**config.mk**
```make
export PLATFORM = sky130hd
export DESIGN_NAME = song_player
export DESIGN_NICKNAME = d
export VERILOG_FILES = /design/src/rtl/song_player.sv
export SDC_FILE = /design/constraint.sdc
export NUM_CORES = 1
export LEC_CHECK = 0
export ABC_AREA = 1
export CELL_PAD_IN_SITES_DETAIL_PLACEMENT = 0
export CELL_PAD_IN_SITES_GLOBAL_PLACEMENT = 1
export CORE_ASPECT_RATIO = 0.8
export CORE_MARGIN = 4
export CORE_UTILIZATION = 44
export DETAILED_ROUTE_END_ITERATION = 10
export HOLD_SLACK_MARGIN = 0.1
export PLACE_DENSITY_LB_ADDON = 0.1
export SETUP_SLACK_MARGIN = 0.5
export SYNTH_ARGS = -nofsm -noshare
export SYNTH_HDL_FRONTEND = slang
export SYNTH_SLANG_ARGS = --single-unit
```
**constraint.sdc**
```tcl
create_clock -name clk -period 8.5 [get_ports clk]
set_input_delay 2.55 -clock clk [delete_from_list [all_inputs] [get_ports clk]]
set_output_delay 2.55 -clock clk [all_outputs]
set_load 0.02 [all_outputs]
```
**src/rtl/song_player.sv**
```systemverilog
// Autoplay sequencer: walks a synchronous song ROM, holds each note for its
// encoded duration with a trailing silence, and handles next/previous song selection.
module song_player #(
    parameter int NUM_SONGS  = 4,
    parameter int SONG_W     = 2,
    parameter int POS_W      = 5,
    parameter int TICK_DIV   = 25_000_000,
    parameter int GAP_CYCLES = 2_500_000,
    parameter int LOOP       = 0
) (
    input  logic                    clk,
    input  logic                    rst,
    input  logic                    enable,
    input  logic [1:0]              song_select,
    output logic [SONG_W+POS_W-1:0] rom_addr,
    input  logic [7:0]              rom_data,
    output logic [3:0]              note_out,
    output logic [6:0]              led_out,
    output logic [SONG_W-1:0]       song_idx,
    output logic                    playing,
    output logic                    song_done
);

    localparam int CYC_W = (TICK_DIV > 1) ? $clog2(TICK_DIV) : 1;

    localparam logic [2:0] S_IDLE  = 3'd0;
    localparam logic [2:0] S_FETCH = 3'd1;
    localparam logic [2:0] S_LOAD  = 3'd2;
    localparam logic [2:0] S_PLAY  = 3'd3;
    localparam logic [2:0] S_DONE  = 3'd4;

    localparam logic [CYC_W-1:0]  CYC_LAST  = CYC_W'(TICK_DIV - 1);
    localparam logic [CYC_W-1:0]  GAP_START = CYC_W'(TICK_DIV - GAP_CYCLES);
    localparam logic [POS_W-1:0]  POS_LAST  = '1;
    localparam logic [SONG_W-1:0] SONG_LAST = SONG_W'(NUM_SONGS - 1);

    logic [2:0]        state_q, state_d;
    logic [POS_W-1:0]  pos_q, pos_d;
    logic [SONG_W-1:0] song_q, song_d;
    logic [1:0]        sel_q;
    logic [3:0]        note_q, note_d;
    logic [3:0]        dur_q, dur_d;
    logic [3:0]        tick_q, tick_d;
    logic [CYC_W-1:0]  cyc_q, cyc_d;
    logic              done_q, done_d;

    logic nxt_edge, prv_edge, chg;
    logic last_tick, in_gap;

    assign nxt_edge  = song_select[0] & ~sel_q[0];
    assign prv_edge  = song_select[1] & ~sel_q[1];
    // Simultaneous next and previous cancel out.
    assign chg       = nxt_edge ^ prv_edge;

    assign last_tick = (tick_q == dur_q - 4'd1);
    assign in_gap    = (GAP_CYCLES > 0) && last_tick && (cyc_q >= GAP_START);

    always_comb begin
        state_d = state_q;
        pos_d   = pos_q;
        song_d  = song_q;
        note_d  = note_q;
        dur_d   = dur_q;
        tick_d  = tick_q;
        cyc_d   = cyc_q;
        done_d  = 1'b0;

        if (chg) begin
            if (nxt_edge) song_d = (song_q == SONG_LAST) ? '0 : song_q + SONG_W'(1);
            else          song_d = (song_q == '0) ? SONG_LAST : song_q - SONG_W'(1);
            pos_d   = '0;
            state_d = enable ? S_FETCH : S_IDLE;
        end else if (!enable) begin
            pos_d   = '0;
            state_d = S_IDLE;
        end else begin
            case (state_q)
                S_IDLE:  state_d = S_FETCH;
                S_FETCH: state_d = S_LOAD;
                S_LOAD: begin
                    if (rom_data[3:0] == 4'd0) begin
                        pos_d   = '0;
                        done_d  = 1'b1;
                        state_d = S_DONE;
                    end else begin
                        note_d  = rom_data[7:4];
                        dur_d   = rom_data[3:0];
                        tick_d  = 4'd0;
                        cyc_d   = '0;
                        state_d = S_PLAY;
                    end
                end
                S_PLAY: begin
                    if (cyc_q == CYC_LAST) begin
                        cyc_d  = '0;
                        tick_d = tick_q + 4'd1;
                        if (last_tick) begin
                            if (pos_q == POS_LAST) begin
                                pos_d   = '0;
                                done_d  = 1'b1;
                                state_d = S_DONE;
                            end else begin
                                pos_d   = pos_q + POS_W'(1);
                                state_d = S_FETCH;
                            end
                        end
                    end else begin
                        cyc_d = cyc_q + CYC_W'(1);
                    end
                end
                S_DONE: begin
                    if (LOOP != 0) state_d = S_FETCH;
                end
                default: state_d = S_IDLE;
            endcase
        end
    end

    always_ff @(posedge clk) begin
        if (rst) begin
            state_q <= S_IDLE;
            pos_q   <= '0;
            song_q  <= '0;
            sel_q   <= song_select;
            note_q  <= 4'd0;
            dur_q   <= 4'd0;
            tick_q  <= 4'd0;
            cyc_q   <= '0;
            done_q  <= 1'b0;
        end else begin
            state_q <= state_d;
            pos_q   <= pos_d;
            song_q  <= song_d;
            sel_q   <= song_select;
            note_q  <= note_d;
            dur_q   <= dur_d;
            tick_q  <= tick_d;
            cyc_q   <= cyc_d;
            done_q  <= done_d;
        end
    end

    assign rom_addr  = {song_q, pos_q};
    assign song_idx  = song_q;
    assign song_done = done_q;
    assign playing   = (state_q == S_FETCH) || (state_q == S_LOAD) || (state_q == S_PLAY);
    assign note_out  = ((state_q == S_PLAY) && !in_gap) ? note_q : 4'd0;

    always_comb begin
        led_out = 7'd0;
        if (note_out >= 4'd1 && note_out <= 4'd7)
            led_out[note_out - 4'd1] = 1'b1;
        else if (note_out >= 4'd8 && note_out <= 4'd14)
            led_out[note_out - 4'd8] = 1'b1;
    end

endmodule

```
==> metrics.csv, run 1 <==
metric,value,unit
outcome,"finished, final reports clean",
die_y,84.7,um
ys_seq_elements,50,
synth_area,3240,um^2
power_density,123,nW/um^2
diodes,0,
drtAntennaViolNets,0,
drt-total-wl,7820,um
skew,0.0175,ns
drt_iter0_drc,139,
rows,27,
final.setup.worst_slack,2.75,ns
dr.pass1.iters,5,
synthArstFlopShare,0,
via_count,3037,
final_common_cell,nand2_1,
synth_warnings,0,
globalRouteOverflowTotal,0,
crit_required,5.95,ns
finalHoldViolCount,0,
finalCritPeriodShare,0.676,
port_buffers,34,
rsz0062_at_grt,no,
wl_per_cell,12.9,um
postCtsSetupRepairBufs,0,
hold_buffers,0,
cts_buffer_depth,2,
gp_congestion,0.843,
synth_nets,510,
core_area,7030,um^2
yosysSeqAreaShare,0.309,
nNetsFinal,542,
fmax,174,MHz
cts.clk_slew.worst_paths,0.11,ns
arrival,3.20,ns
area_growth_syn_to_layout,15.2,%
htree_num_levels,2,
antenna_found_initial,0,
cts_tree,built,
synth-edff-count,0,
setup_viol,0,
cts-buffers-inserted,5,
grt_pass1_wl,13500,um
avgViaCountPerCell,5.01,
start_util,0.461,
netlist_instances,486,
fillers,725,
ys.flop_type,dfxtp_1,
slew_headroom,0.666,
pin_count,35,
crit_type,register to output port,
maxSlewViolCount,0,
critical_path.max_fanout,5,
fp.dieW,104,um
grt_usage,0.184,
drive_above_1_share,0.0848,
most-common-layout-cells,"96 x nand2_1, 67 x inv_1, 67 x nor2_1, 50 x dfxtp_1, 35 x nand3_1",
syn_avg_cell_area,6.66,um^2
ir_worst_vdd,0.0000931,V
dieArea,8800,um^2
dp_hpwl,6080,um
hold_path_class,register to register,
drc_errors,0,
grt_max_degree,20,
insertion_delay,0.31,ns
setup_tns,0,ns
post_cts_resized,0,
root_buffer,clkbuf_8,
worstSetupStartpointType,register,
cts_sinks,50,
grt_pass1_vias,2895,
drv_cap,0,
leakage,1.52,nW
min_period,5.75,ns
worst_pin_slew,0.501,ns
cp-end-kind,output port,
yosys.cell_types.count,37,
dp_slack,3.06,ns
power,0.457,mW
power breakdown:
part | switching, mW | internal (mW) | total (mW)
Clock | 0.0831 | 0.0880 | 0.171
Sequential | 0.00391 | 0.238 | 0.241
Combinational | 0.0254 | 0.0192 | 0.0446
Total | 0.112 | 0.345 | 0.457
kinds of logic (layout without fill, tap and decap cells):
kind of cell             after synthesis  count (layout)  synth area share
flip-flops                            50              50             0.309
XOR/XNOR                              18              18            0.0487
buffers and inverters                 83             116             0.108
adder cells (fa/ha/maj)               11              11            0.0425
AND/OR/NAND/NOR                      268             268             0.399
AO/OA/AOI/OAI                         56              56            0.0931
final timing paths:
kind | start | end | slack (ns) | depth (start not counted)
setup / recovery | dur_q[0]$_SDFFE_PP0P_ | led_out[5] | 2.75 | 19
hold / removal | pos_q[3]$_SDFFE_PP0P_ | pos_q[3]$_SDFFE_PP0P_ | 0.49 | 2
setup reg to reg | dur_q[0]$_SDFFE_PP0P_ | pos_q[1]$_SDFFE_PP0P_ | 6.47 | 9
hold reg to reg | pos_q[3]$_SDFFE_PP0P_ | pos_q[3]$_SDFFE_PP0P_ | 0.49 | 2
metrics by stage:
step | cell area [um^2] | cells | util | hold WS [ns]
floorplan | 3240 | 486 | - | 0.453
global placement | 3620 | 598 | 0.515 | 0.468
detailed placement | 3620 | 598 | 0.515 | 0.478
CTS | 3730 | 606 | 0.531 | 0.495
global route | 3730 | 606 | 0.531 | 0.533
finish | 3730 | 606 | 0.531 | 0.486
per-layer routing:
layer / vias up / global-route usage / share of wire
met3: 4 / 0.0269 / 0.037
met4: 0 / 0.0326 / 0.0054
met5: - / 0 / 0
li1: 1630 / - / -
met2: 52 / 0.281 / 0.41
met1: 1351 / 0.277 / 0.55
final cells by class:
type / count / area [um^2] / share of cell area
well taps: 87 / 109 / 0.0292
repair buffers: 34 / 340 / 0.0912
clock inverters: 2 / 37.5 / 0.0101
clock buffers: 6 / 72.6 / 0.0195
flip-flops and latches: 50 / 1000 / 0.268
inverters: 74 / 283 / 0.0758
multi-input cells: 353 / 1890 / 0.506
flip-flops by register name (all words and copies together), names as in the netlist:
name	count
song_done	1
pos_q	5
song_idx	2
dur_q	4
state_q	3
sel_q	2
note_q	4
cyc_q	25
tick_q	4
synth_stat cells, types with 2 or more instances:
cell type  number  area, um^2
xnor2_1         8        70.1
o21ai_1         6        30.0
nor2_1         67         251
dfxtp_1        50        1000
inv_1          67         251
inv_2           5        18.8
nand3_1        35         175
buf_4           3        22.5
xor2_1         10        87.6
nand3_2         2        20.0
a21oi_1        31         155
o21ai_0        12        60.1
ha_1           11         138
nand4_1        19         119
buf_6           2        22.5
nor3_1         17        85.1
nor2_2         10        62.6
nor4_1          4        25.0
nor2_4          4        45.0
buf_2           2        10.0
o21ai_2         2        17.5
a211oi_1        2        15.0
nand2_4         7        78.8
nand2_2         2        12.5
nand2_1        96         360
critical path, stage by stage, from the launching register on:
cell and delay [ns]:
dfxtp_1 0.35, inv_1 0.07, ha_1 0.30, xnor2_1 0.13, nor2_1 0.05, nand2_1 0.09
nor2_1 0.06, nand2_2 0.12, nand2_4 0.08, nor2_4 0.14, clkinv_1 0.14, ha_1 0.27
inv_1 0.08, nand4_1 0.10, nand2_1 0.10, nand2_1 0.07, inv_1 0.05, nand2_1 0.04
nand2_1 0.06, clkdlybuf4s50_1 0.60
Power figures use the tool's default switching activity.
==> run 2, diff against run 1 <==
--- a/config.mk
+++ b/config.mk
@@ -10,7 +10,7 @@
 export CELL_PAD_IN_SITES_GLOBAL_PLACEMENT = 1
 export CORE_ASPECT_RATIO = 0.8
 export CORE_MARGIN = 4
-export CORE_UTILIZATION = 44
+export CORE_UTILIZATION = 40
 export DETAILED_ROUTE_END_ITERATION = 10
 export HOLD_SLACK_MARGIN = 0.1
 export PLACE_DENSITY_LB_ADDON = 0.1
==> constraint.sdc (replaced) <==
create_clock -name clk -period 5.87 [get_ports clk]
set_input_delay 1.761 -clock clk [delete_from_list [all_inputs] [get_ports clk]]
set_output_delay 1.761 -clock clk [all_outputs]
set_load 0.02 [all_outputs]
==> metrics.csv, run 2 (synthesis gave the netlist of run 1 again) <==
metric,value,unit,change
skew,0.0130,ns,was 0.0175 ns
finalHoldViolCount,0,,unchanged
htree_num_levels,2,,unchanged
rsz0062_at_grt,no,,unchanged
power,0.639,mW,was 0.457 mW
dp_hpwl,6090,um,was 6080 um
via_count,3031,,"was 3,037"
largest_reg_flops,25,,unchanged
cts_sinks,50,,unchanged
grt_pass1_vias,2739,,"was 2,895"
cts.clk_slew.worst_paths,0.10,ns,was 0.11 ns
dr.pass1.iters,4,,was 5
leakage,1.52,nW,about the same
cp-end-kind,output port,,unchanged
top_register,cyc_q,,unchanged
die_y,88.5,um,was 84.7 um
p_switching,0.159,mW,was 0.112 mW
pin_count,35,,unchanged
fmax,202,MHz,
largestRegisters,"cyc_q (25), pos_q (5)",,unchanged
drt_iter0_drc,138,,was 139
worst_pin_slew,0.461,ns,was 0.501 ns
hold_path_class,register to register,,unchanged
setup_viol,0,,unchanged
core_area,7910,um^2,was 7030 um^2
slew_headroom,0.693,,was 0.666
cts_buffer_depth,2,,unchanged
wl_per_cell,12.3,um,was 12.9 um
gp_congestion,0.845,,was 0.843
insertion_delay,0.30,ns,was 0.31 ns
ir_worst_vdd,0.000122,V,was 0.0000931 V
p_int,0.480,mW,was 0.345 mW
finalCritPeriodShare,0.844,,
post_cts_resized,0,,unchanged
final_common_cell,nand2_1,,unchanged
nNetsFinal,542,,unchanged
drt-total-wl,7680,um,was 7820 um
area_growth_syn_to_layout,15.9,%,was 15.2%
maxSlewViolCount,0,,unchanged
drc_errors,0,,unchanged
power_density,170,nW/um^2,was 123 nW/um^2
combPwrFrac,0.101,,was 0.098
grt_max_degree,20,,unchanged
cts_tree,built,,unchanged
rows,29,,was 27
most-common-layout-cells,"96 x nand2_1, 67 x inv_1, 67 x nor2_1, 50 x dfxtp_1, 35 x nand3_1",,unchanged
worstSetupStartpointType,register,,unchanged
pwr-share-seq,0.547,,was 0.528
port_buffers,34,,unchanged
diodes,0,,unchanged
root_buffer,clkbuf_8,,unchanged
grt_usage,0.169,,was 0.184
avgViaCountPerCell,4.83,,was 5.01
arrival,3.19,ns,was 3.20 ns
drtAntennaViolNets,0,,unchanged
hold_buffers,0,,unchanged
min_period,4.95,ns,
crit_type,register to output port,,unchanged
fp.dieW,109,um,was 104 um
antenna_found_initial,0,,unchanged
grt_pass1_wl,12900,um,"was 13,500 um"
setup_tns,0,ns,unchanged
start_util,0.409,,was 0.461
swShare,0.248,,was 0.246
drv_cap,0,,unchanged
holdWs,0.484,ns,was 0.486 ns
globalRouteOverflowTotal,0,,unchanged
postCtsSetupRepairBufs,0,,unchanged
outcome,"finished, final reports clean",,unchanged
crit_required,4.11,ns,was 5.95 ns
critical_path.max_fanout,5,,unchanged
drive_above_1_share,0.0867,,was 0.0848
p_clk_frac,0.352,,was 0.374
dieArea,9610,um^2,was 8800 um^2
cts-buffers-inserted,5,,unchanged
==> run 2: metrics by stage <==
step / std cells / util / worst slack (ns) / cell area [um^2]
finish: 627 / 0.474 / 0.918 / 3750
global route: 627 / 0.474 / 0.609 / 3750
CTS: 627 / 0.474 / 0.881 / 3750
detailed placement: 619 / 0.461 / 1.23 / 3650
global placement: 619 / 0.461 / 1.32 / 3650
floorplan: 486 / - / 1.70 / 3240
==> run 2: worst max-delay path: stages, from the launching register on <==
cell and delay, ns:
dfxtp_1 0.35, inv_1 0.08, ha_1 0.30, xnor2_1 0.13
nor2_1 0.05, nand2_1 0.10, nor2_1 0.07, nand2_2 0.12
nand2_4 0.08, nor2_4 0.14, clkinv_1 0.14, ha_1 0.26
inv_1 0.08, nand4_1 0.09, nand2_1 0.09, nand2_1 0.07
inv_1 0.05, nand2_1 0.04, nand2_1 0.05, clkdlybuf4s50_1 0.60
==> run 2: power by group through the flow <==
stage | Sequential, mW | Clock [mW] | Combinational (mW)
detailed placement | 0.357 | 0 | 0.0647
global route | 0.351 | 0.250 | 0.0717
finish | 0.349 | 0.225 | 0.0647
CTS | 0.349 | 0.234 | 0.0650
floorplan | 0.359 | 0 | 0.0398
global placement | 0.357 | 0 | 0.0648
==> run 2: path summary, 6_finish.rpt <==
kind,cells past startpoint,slack (ns),end,start
min,2,0.48,pos_q[3]$_SDFFE_PP0P_,pos_q[3]$_SDFFE_PP0P_
min reg2reg,2,0.48,pos_q[3]$_SDFFE_PP0P_,pos_q[3]$_SDFFE_PP0P_
max reg2reg,9,3.85,pos_q[1]$_SDFFE_PP0P_,dur_q[0]$_SDFFE_PP0P_
max,19,0.92,led_out[5],dur_q[0]$_SDFFE_PP0P_
==> run 2: area by class of cell <==
class	count	area (um^2)
Fill cell	847	4160
Multi-Input combinational cell	353	1890
Sequential cell	50	1000
Timing Repair Buffer	34	340
Inverter	74	283
Tap cell	108	135
Clock buffer	7	96.3
Clock inverter	1	8.76
==> run 2: metal layers <==
layer	routed length [um]	up-vias	GRT usage	share of wire
li1	-	1631	-	-
met1	4270	1356	0.257	0.56
met2	3180	40	0.251	0.41
met3	199	4	0.0284	0.026
met4	34	0	0.0287	0.0044
met5	0	-	0	0
==> run 3, diff against run 2 <==
--- a/config.mk
+++ b/config.mk
@@ -10,7 +10,7 @@
 export CELL_PAD_IN_SITES_GLOBAL_PLACEMENT = 1
 export CORE_ASPECT_RATIO = 0.8
 export CORE_MARGIN = 4
-export CORE_UTILIZATION = 40
+export CORE_UTILIZATION = 37
 export DETAILED_ROUTE_END_ITERATION = 10
 export HOLD_SLACK_MARGIN = 0.1
 export PLACE_DENSITY_LB_ADDON = 0.1
==> constraint.sdc (replaced) <==
create_clock -name clk -period 4 [get_ports clk]
set_input_delay 1.2 -clock clk [delete_from_list [all_inputs] [get_ports clk]]
set_output_delay 1.2 -clock clk [all_outputs]
set_load 0.02 [all_outputs]
==> metrics.csv, run 3 (synthesis gave the netlist of run 1 again) <==
metric,value,unit,change
outcome,"finished, final reports clean",,unchanged
core_area,8520,um^2,was 7910 um^2
maxSlewViolCount,0,,unchanged
final.setup.worst_slack,0.407,ns,was 0.918 ns
gp_congestion,0.848,,was 0.845
crit_type,register to output port,,unchanged
fmax,278,MHz,
dp_slack,-0.00297,ns,was 1.23 ns
dr_wl_met3,323,um,was 199 um
dp_hpwl,6400,um,was 6090 um
drt_iter0_drc,145,,was 138
area_growth_syn_to_layout,26.2,%,was 15.9%
nNetsFinal,564,,was 542
cp_num_buf_inv,5,,unchanged
min_period,3.59,ns,
antenna_found_initial,0,,unchanged
finalCritPeriodShare,0.898,,
highest_layer,met4,,unchanged
die_y,91.7,um,was 88.5 um
drt-total-wl,8400,um,was 7680 um
dp_cells,634,,was 619
postPlaceCellArea,3750,um^2,was 3650 um^2
met2_length,3550,um,was 3180 um
cts.clk_slew.worst_paths,0.10,ns,about the same
final_common_cell,nand2_1,,unchanged
hold_path_class,register to register,,unchanged
arrival,2.39,ns,was 3.19 ns
crit_chain,inv_2 > ha_4 > xnor2_2 > nor2_1 > nand2_2 > nor2_2 > nand2_2 > nand2_4 > nor2_4 > clkinv_4 > ha_4 > inv_2 > nand4_1 > nand2_2 > nand2_2 > inv_2 > nand2_2 > nand2_2 > buf_6,,was inv_1 > ha_1 > xnor2_1 > nor2_1 > nand2_1 > nor2_1 > nand2_2 > nand2_4 > nor2_4 > clkinv_1 > ha_1 > inv_1 > nand4_1 > nand2_1 > nand2_1 > inv_1 > nand2_1 > nand2_1 > clkdlybuf4s50_1
setup_viol,0,,unchanged
slew_headroom,0.706,,was 0.693
rows,30,,was 29
cts-buffers-inserted,5,,unchanged
insertion_delay,0.30,ns,about the same
stdcell_area,4090,um^2,was 3750 um^2
cpMaxStageDelayCell,dfxtp_2,,was clkdlybuf4s50_1
port_buffers,34,,unchanged
worst_pin_slew,0.441,ns,was 0.461 ns
hold_buffers,0,,unchanged
start_util,0.380,,was 0.409
fillers,865,,was 847
cts_tree,built,,unchanged
wl_per_cell,12.9,um,was 12.3 um
final_cell_count_no_fill,653,,was 627
finalHoldViolCount,0,,unchanged
htree_num_levels,2,,unchanged
root_buffer,clkbuf_8,,unchanged
ir_worst_vdd,0.000179,V,was 0.000122 V
grt_pass1_vias,2823,,"was 2,739"
crit_path_max_incr_delay,0.34,ns,was 0.60 ns
drtAntennaViolNets,0,,unchanged
globalRouteOverflowTotal,0,,unchanged
top_register,cyc_q,,unchanged
drv_cap,0,,unchanged
skew,0.00676,ns,was 0.0130 ns
rsz0062_at_grt,yes,,was no
cts_buffer_depth,2,,unchanged
leakage,1.71,nW,was 1.52 nW
power,1.04,mW,was 0.639 mW
drc_errors,0,,unchanged
grt_usage,0.163,,was 0.169
largest_reg_flops,25,,unchanged
via_count,3158,,"was 3,031"
cts_sinks,50,,unchanged
grt_max_degree,20,,unchanged
crit_required,2.80,ns,was 4.11 ns
dieArea,10300,um^2,was 9610 um^2
fp.dieW,113,um,was 109 um
largestRegisters,"cyc_q (25), pos_q (5)",,unchanged
cp_top_family,simple AND/OR/NAND/NOR gates,,was buffers and inverters
pin_count,35,,unchanged
avgViaCountPerCell,4.84,,was 4.83
diodes,0,,unchanged
most-common-layout-cells,"87 x nand2_1, 65 x nor2_1, 61 x inv_1, 41 x dfxtp_1, 31 x a21oi_1",,"was 96 x nand2_1, 67 x inv_1, 67 x nor2_1, 50 x dfxtp_1, 35 x nand3_1"
power_density,255,nW/um^2,was 170 nW/um^2
critical_path.max_fanout,4,,was 5
cp-end-kind,output port,,unchanged
drive_above_1_share,0.207,,was 0.0867
final_util,0.480,,was 0.474
dr.pass1.iters,5,,was 4
wl_met1,4470,um,was 4270 um
worstSetupStartpointType,register,,unchanged
grt_pass1_wl,13900,um,"was 12,900 um"
critPathMostFrequentCell,nand2_2,,was nand2_1
## run 3: cell types whose count changed in the layout (fill, tap and decap cells not counted), moves of 5 or more
cell	before	now
inv_2	5	11
clkdlybuf4s50_1	34	23
dfxtp_1	50	41
nand3_2	2	7
buf_4	0	23
nand2_1	96	87
inv_1	67	61
dfxtp_2	0	9
nand2_2	2	10
nand3_1	35	30
buf_6	0	6
## run 3: stage by stage
stage | hold slack [ns] | TNS, ns
2_1_floorplan | 0.453 | 0
3_3_place_gp | 0.473 | 0
3_5_place_dp | 0.477 | -0.00297
4_1_cts | 0.492 | 0
5_1_grt | 0.512 | 0
6_report | 0.486 | 0
## run 3: worst register-to-register path, cell delays in order (launching register included)
cell and delay (ns):
dfxtp_2 0.34, inv_2 0.05, ha_4 0.24, xnor2_2 0.13, nor2_1 0.12, nand2_2 0.08, buf_4 0.13, buf_4 0.12
buf_4 0.13, o21ai_2 0.36, nand3_2 0.22, o21ai_0 0.20, nor2_1 0.05
## run 3: path summary, 6_finish.rpt
check | startpoint | endpoint | slack, ns | depth (start not counted)
max reg2reg | dur_q[0]$_SDFFE_PP0P_ | pos_q[1]$_SDFFE_PP0P_ | 1.73 | 12
max | dur_q[0]$_SDFFE_PP0P_ | led_out[5] | 0.41 | 19
min | pos_q[3]$_SDFFE_PP0P_ | pos_q[3]$_SDFFE_PP0P_ | 0.49 | 2
min reg2reg | pos_q[3]$_SDFFE_PP0P_ | pos_q[3]$_SDFFE_PP0P_ | 0.49 | 2
## run 3: where the power goes
group,leakage (nW),internal (mW),total [mW],switching [mW]
Combinational,1.23,0.0434,0.0992,0.0557
Clock,0.0683,0.251,0.429,0.178
Sequential,0.409,0.505,0.513,0.00812
## run 3: cell type report
| type | instances | area (um^2) | area share |
|---|---|---|---|
| Sequential cell | 50 | 1010 | 0.248 |
| Tap cell | 112 | 140 | 0.0343 |
| Clock inverter | 3 | 68.8 | 0.0168 |
| Clock buffer | 5 | 68.8 | 0.0168 |
| Timing Repair Buffer | 56 | 507 | 0.124 |
| Inverter | 74 | 288 | 0.0704 |
| Multi-Input combinational cell | 353 | 2000 | 0.490 |
## run 3: routing by layer
layer | vias up | GRT usage
met5 | - | 0
met4 | 0 | 0.0330
met3 | 7 | 0.0264
met2 | 60 | 0.230
met1 | 1407 | 0.257
li1 | 1684 | -
## run 3: timing repair
action | in CTS | in global routing
endpoints found under the setup margin | 11 | 10
buffers inserted | 9 | 2
pin swaps | 19 | 13
resized for setup | 69 | 16
